<file path="src/rtl/y86_pkg.sv">
// Shared Y86-64 definitions for the PC sequencer: instruction codes, status
// encodings, sequencer states and the memory-operation decode.
package y86_pkg;

    typedef enum logic [3:0] {
        IHALT   = 4'h0,
        INOP    = 4'h1,
        IRRMOVQ = 4'h2,
        IIRMOVQ = 4'h3,
        IRMMOVQ = 4'h4,
        IMRMOVQ = 4'h5,
        IOPQ    = 4'h6,
        IJXX    = 4'h7,
        ICALL   = 4'h8,
        IRET    = 4'h9,
        IPUSHQ  = 4'hA,
        IPOPQ   = 4'hB
    } icode_e;

    typedef enum logic [1:0] {
        SAOK = 2'd0,
        SHLT = 2'd1,
        SADR = 2'd2,
        SINS = 2'd3
    } stat_e;

    // Encodings 0..4 double as the stage_en bit index.
    typedef enum logic [2:0] {
        StFetch     = 3'd0,
        StDecode    = 3'd1,
        StExecute   = 3'd2,
        StMemory    = 3'd3,
        StWriteback = 3'd4,
        StPcUpdate  = 3'd5,
        StHalted    = 3'd6
    } state_e;

    function automatic logic is_mem_op(input logic [3:0] icode);
        return icode inside {IRMMOVQ, IMRMOVQ, ICALL, IRET, IPUSHQ, IPOPQ};
    endfunction

endpackage

</file>
<file path="src/rtl/pc_select.sv">
// Next-PC selection: call and taken jump go to valC, return to valM,
// everything else falls through to valP.
module pc_select
    import y86_pkg::*;
(
    input  logic [3:0]  icode,
    input  logic        cnd,
    input  logic [63:0] valC,
    input  logic [63:0] valP,
    input  logic [63:0] valM,
    output logic [63:0] new_pc
);

    always_comb begin
        new_pc = valP;
        if (icode == ICALL || (icode == IJXX && cnd)) begin
            new_pc = valC;
        end else if (icode == IRET) begin
            new_pc = valM;
        end
    end

endmodule

</file>
<file path="src/rtl/pc_sequencer.sv">
// Multi-cycle Y86-64 sequencer: steps the five stages plus a PC-update cycle.
// Define IMEM_BOUNDS_CHECK_EN to halt with ADR when fetching at PC >= IMEM_LIMIT.
module pc_sequencer
    import y86_pkg::*;
#(
    parameter logic [63:0] START_PC   = 64'h0,
    parameter logic [63:0] IMEM_LIMIT = 64'd512
) (
    input  logic        clk,
    input  logic        reset,
    input  logic        run,
    input  logic [3:0]  icode,
    input  logic        instr_valid,
    input  logic        cnd,
    input  logic [63:0] valC,
    input  logic [63:0] valP,
    input  logic [63:0] valM,
    input  logic        mem_ack,
    input  logic        dmem_error,
    output logic [63:0] PC,
    output logic [4:0]  stage_en,
    output logic        mem_req,
    output logic [1:0]  stat,
    output logic        halted,
    output logic [31:0] instr_count
);

    state_e      state_q, state_d;
    stat_e       stat_q, stat_d;
    logic [63:0] pc_q, pc_d;
    logic [31:0] count_q, count_d;
    logic [3:0]  icode_q, icode_d;
    logic [63:0] new_pc;

    pc_select u_pc_select (
        .icode  (icode_q),
        .cnd    (cnd),
        .valC   (valC),
        .valP   (valP),
        .valM   (valM),
        .new_pc (new_pc)
    );

`ifndef IMEM_BOUNDS_CHECK_EN
    logic unused_imem_limit;
    assign unused_imem_limit = ^IMEM_LIMIT;
`endif

    // run=0 leaves every *_d at its *_q, which freezes the machine.
    always_comb begin
        state_d = state_q;
        stat_d  = stat_q;
        pc_d    = pc_q;
        count_d = count_q;
        icode_d = icode_q;
        if (run) begin
            unique case (state_q)
                StFetch: begin
                    icode_d = icode;
`ifdef IMEM_BOUNDS_CHECK_EN
                    if (pc_q >= IMEM_LIMIT) begin
                        stat_d  = SADR;
                        state_d = StHalted;
                    end else
`endif
                    if (!instr_valid) begin
                        stat_d  = SINS;
                        state_d = StHalted;
                    end else if (icode == IHALT) begin
                        stat_d  = SHLT;
                        state_d = StHalted;
                        count_d = count_q + 32'd1;
                    end else begin
                        state_d = StDecode;
                    end
                end
                StDecode:  state_d = StExecute;
                StExecute: state_d = StMemory;
                StMemory: begin
                    if (!is_mem_op(icode_q)) begin
                        state_d = StWriteback;
                    end else if (mem_ack) begin
                        if (dmem_error) begin
                            stat_d  = SADR;
                            state_d = StHalted;
                        end else begin
                            state_d = StWriteback;
                        end
                    end
                end
                StWriteback: state_d = StPcUpdate;
                StPcUpdate: begin
                    pc_d    = new_pc;
                    count_d = count_q + 32'd1;
                    state_d = StFetch;
                end
                default: state_d = state_q;
            endcase
        end
    end

    always_ff @(posedge clk or posedge reset) begin
        if (reset) begin
            state_q <= StFetch;
            stat_q  <= SAOK;
            pc_q    <= START_PC;
            count_q <= '0;
            icode_q <= '0;
        end else begin
            state_q <= state_d;
            stat_q  <= stat_d;
            pc_q    <= pc_d;
            count_q <= count_d;
            icode_q <= icode_d;
        end
    end

    always_comb begin
        stage_en = '0;
        if (run) begin
            unique case (state_q)
                StFetch:     stage_en = 5'b00001;
                StDecode:    stage_en = 5'b00010;
                StExecute:   stage_en = 5'b00100;
                StMemory:    stage_en = 5'b01000;
                StWriteback: stage_en = 5'b10000;
                default:     stage_en = '0;
            endcase
        end
    end

    assign mem_req     = (state_q == StMemory) && is_mem_op(icode_q);
    assign halted      = (state_q == StHalted);
    assign PC          = pc_q;
    assign stat        = stat_q;
    assign instr_count = count_q;

endmodule
</file>
<file path="config.mk">
export PLATFORM = sky130hd
export DESIGN_NAME = pc_sequencer
export DESIGN_NICKNAME = d
export VERILOG_FILES = /design/src/rtl/y86_pkg.sv /design/src/rtl/pc_select.sv /design/src/rtl/pc_sequencer.sv
export SDC_FILE = /design/constraint.sdc
export NUM_CORES = 1
export LEC_CHECK = 0
export ABC_AREA = 1
export CAP_MARGIN = 30
export CORE_MARGIN = 10
export CORE_UTILIZATION = 25
export CTS_BUF_LIST = sky130_fd_sc_hd__clkbuf_4 sky130_fd_sc_hd__clkbuf_8
export CTS_CLUSTER_DIAMETER = 120
export DETAILED_ROUTE_END_ITERATION = 7
export GPL_TIMING_DRIVEN = 0
export SLEW_MARGIN = 40
export SYNTH_ARGS = -nofsm -noshare
export SYNTH_HDL_FRONTEND = slang
export SYNTH_HIERARCHICAL = 1
export SYNTH_SLANG_ARGS = --single-unit
</file>
<file path="constraint.sdc">
create_clock -name clk -period 5.3 [get_ports clk]
set_input_delay 1.59 -clock clk [delete_from_list [all_inputs] [get_ports clk]]
set_output_delay 1.59 -clock clk [all_outputs]
set_load 0.05 [all_outputs]
</file>
# Yosys cells after proc, flatten, opt, wreduce, memory -nomap -nowiden
# Index checks and enable logic that the tools add are counted.
# op_classes
addsub	1
eq_ne	20
n_mux	19
reduce_logical	14
# op_table
cell	n
2-to-1 mux 64 bit	2
2-to-1 mux 32 bit	2
case mux 32 bit (2 select lines)	1
adder 32 x 1 -> 32 bit, second input constant	1
case mux 5 bit (5 select lines)	1
case mux 3 bit (6 select lines)	1
equality test 4 bit, second input constant	4
equality test 4 x 3 -> 1 bit, second input constant	3
2-to-1 mux 2 bit	6
2-to-1 mux 3 bit	4
nonzero test 6 bit	2
inequality test 2 bit, second input constant	5
equality test 3 bit, second input constant	3
equality test 3 x 2 -> 1 bit, second input constant	2
inequality test 3 bit, second input constant	2
AND reduction 6 bit	1
2-to-1 mux 5 bit	1
zero test 4 bit	1
case mux 2 bit (2 select lines)	1
AND reduction 2 bit	2
AND reduction 4 bit	1
nonzero test 2 bit	2
equality test 3 x 1 -> 1 bit, second input constant	1
zero test 3 bit	1
other kinds (3)	4
# word_totals
register_bits	105
input_bits	203
word_cells	59

# Logic depth before layout (Yosys ltp)
# depth
depth_word	4
ltp_mapped	10
mapped_depth_nobuf	10

# Cells and area by module
# The synthesis kept the hierarchy.
# modules_own_cells
mod	instances	cells_each	area_per_inst_um2	seq_area_each_um2
pc_sequencer	1	529	5186.2	2627.5
pc_select	1	436	2074.5	0.0

# Least setup slack after synthesis
# OpenSTA, ideal clock, no wires.
# synth_path
kind	input-to-output
from	in run
to	out stage_en[4]
arrival_time_ps	3121
required_time_ps	3710
path_slack_ps	589
stages	2
n_path_buf	0
cell_sequence	inv_1 nor4_1
# synth_via
elab_chain_len	1
# synth_lines
element	line_no	source
start: declaration	pc_sequencer.sv:11	input logic run,
2-to-1 mux 5 bit	pc_sequencer.sv:120	if (run) begin
end: declaration	pc_sequencer.sv:21	output logic [4:0] stage_en,
# Every way passes these cells.

# Worst setup path after layout
# layout_path
from	in run
to	out stage_en[0]
# Same word-level chain as after synthesis.

==> flow_summary.json <==
{
  "status": "complete, no violations",
  "nets": 1488,
  "synth_area_leaders": "dfrtp_1 36%, nand2_1 26%, mux2_4 12%, nand3_1 5.9%, clkbuf_8 3.2%",
  "yosysWarnings": 6,
  "row_count": 62,
  "netlist_area_um2": 7261,
  "synth_top_cell_by_area": "dfrtp_1",
  "rsz0062_at_grt": "no",
  "fin_skew_ns": 0.02168,
  "synth_edf_count": 0,
  "via_per_inst": 4.344,
  "setup_viol": 0,
  "tightestPinTransition_ns": 0.6093,
  "fmax_ghz": 0.1969,
  "coreArea_um2": 28700,
  "vdd_drop_max_v": 0.0002659,
  "syn-instance-count": 965,
  "synth_top_area_frac": 0.3619,
  "ys_types": 28,
  "ys.flop_type": "dfrtp_1",
  "finish.utilization": 0.3850,
  "cts_setup_buffers": 0,
  "syn_area_per_cell_um2": 7.524,
  "ys_seq_elements": 105,
  "yosysSeqAreaShare": 0.3619,
  "syn_to_final_growth_pct": 52.20,
  "drv_slew": 0,
  "crit_fanout": 8,
  "mostFrequentLayoutCells": "500 x nand2_1, 307 x clkdlybuf4s50_1, 105 x dfrtp_1, 85 x nand3_1, 60 x mux2_4",
  "totalPowerFinal_w": 0.005293,
  "place_congestion": 0.9060,
  "antenna_found_initial": 3,
  "fp.dieArea_um2": 36260,
  "grt_pass1_wl_um": 43300,
  "power_density_nw_per_um2": 478.9,
  "nFillCells": 2967,
  "start_util": 0.2530,
  "drt_wl_total_um": 28220,
  "cts.sinks": 105,
  "wire_per_inst_um": 16.84,
  "ant_nets": 0,
  "start_kind": "primary input",
  "leakage_nw": 5.318,
  "first_pass_iters": 4,
  "drt_iter0_drc": 270,
  "cts_resized": 0,
  "drive_above_1_share": 0.1148,
  "grt_start_max_net_pins": 58,
  "max_cap_violations": 0,
  "clk_latency_ns": 0.39,
  "hold_violations": 0,
  "ioPinCount": 308,
  "dp_hpwl_um": 22370,
  "grt_pass1_vias": 7327,
  "cts.htree.levels": 3,
  "die_w_um": 190.4,
  "grt_usage": 0.1523,
  "die-height_um": 190.4,
  "grt_remaining_overflow": 0,
  "final_common_cell": "nand2_1",
  "vias": 7280,
  "async_flop_share": 1.000,
  "worst_ep_arrival_time_ns": 3.49,
  "port_buffers": 307,
  "hold_class": "flop to flop",
  "placed_cell_area_um2": 10850,
  "final_area_um2": 11050,
  "drc": 0,
  "required_ns": 3.71,
  "cp-end-kind": "output port",
  "ctsHoldBuffers": 0,
  "synth_nets": 1169,
  "relSlewSlack": 0.5925,
  "cts_tree": "yes",
  "numCtsBuffers": 9,
  "root_buffer": "clkbuf_8",
  "finalCritPeriodShare": 0.9580,
  "clockBufferDepth": 2,
  "critPathKind": "primary input to output port",
  "clk_pin_slew_worst_paths_ns": 0.10,
  "fin_crit_ns": 5.078
}
==> stage by stage <==
stage / hold WS [ns] / std cells / setup TNS, ns / setup slack, ns
3_3_place_gp: 0.4875 / 1656 / -124.64 / -1.195
4_1_cts: 0.5107 / 1673 / 0 / 0.2221
3_5_place_dp: 0.4853 / 1657 / 0 / 0.2313
5_1_grt: 0.5342 / 1676 / 0 / 0.09473
2_1_floorplan: 0.5294 / 965 / 0 / 0.5890
6_report: 0.5034 / 1676 / 0 / 0.2225
==> cell usage after synthesis (2+ instances only) <==
| library cell | count |
|---|---|
| a21oi_1 | 4 |
| buf_12 | 6 |
| buf_2 | 4 |
| buf_6 | 15 |
| clkbuf_8 | 17 |
| dfrtp_1 | 105 |
| inv_1 | 41 |
| inv_2 | 5 |
| mux2_2 | 5 |
| mux2_4 | 60 |
| nand2_1 | 500 |
| nand2_2 | 4 |
| nand2_4 | 2 |
| nand3_1 | 85 |
| nand3b_1 | 9 |
| nand4_1 | 11 |
| nor2_1 | 56 |
| nor2_2 | 8 |
| nor2_4 | 2 |
| o21ai_0 | 10 |
| o21ai_1 | 6 |
| xnor2_1 | 2 |
| xor2_1 | 3 |
==> final cells by class <==
cell class                      instances  area (um2)  share of cell area
Clock buffer                           10       131.4             0.01189
Antenna cell                            3       7.507           0.0006793
Multi-Input combinational cell        771        3910              0.3538
Inverter                               46       180.2             0.01630
Clock inverter                          6       62.56            0.005661
Timing Repair Buffer                  308        3100              0.2806
Tap cell                              384       480.5             0.04348
Sequential cell                       105        2628              0.2378
Buffer                                 43       550.5             0.04982
==> worst max-delay path, stage by stage <==
cell and delay, ns:
clkdlybuf4s50_1 0.58, inv_1 0.15, nor2_2 0.29, clkdlybuf4s50_1 0.88
==> kinds of logic (layout without fill, tap and decap cells) <==
kind of cell,Yosys count,in the layout,share of synthesized area
AOI/OAI and AO/OA,21,21,0.01603
other,0,3,0
and+or+nand+nor,679,679,0.3829
muxes,65,65,0.1318
xor gates and xnor gates,5,5,0.006032
DFF,105,105,0.3619
buffers and inverters,89,413,0.09960
adders and majority gates,1,1,0.001723
==> metal layers <==
metal,up-vias,global-route usage,wire [um]
met5,-,0,0
met4,0,0.03786,269
met3,15,0.03713,1858
met2,197,0.2603,13780
met1,3386,0.1877,12310
li1,3682,-,-
==> report_power, final <==
part | total [W] | internal [W] | switching (W)
Combinational | 0.00350 | 0.00143 | 0.00208
Sequential | 0.00127 | 0.00108 | 0.000191
Clock | 0.000517 | 0.000189 | 0.000328
==> final timing paths <==
check / slack (ns) / depth (start not counted) / endpoint / start
worst max-delay path: 0.22 / 4 / stage_en[0] / run
worst min-delay path: 0.50 / 2 / stat[0] / stat[0]
worst max register to register: 3.40 / 9 / instr_count[20] / instr_count[1]
worst min register to register: 0.50 / 2 / stat[0] / stat[0]
max in group asynchronous: 3.05 / 3 / PC[26] / reset
min in group asynchronous: 1.59 / 2 / instr_count[22] / reset
==> state kept, by name, summed over array words and instances (netlist names) <==
signal / flops
PC: 64
icode_q: 4
stat: 2
state_q: 3
instr_count: 32
Note: power is estimated with default switching activity, not from simulation.
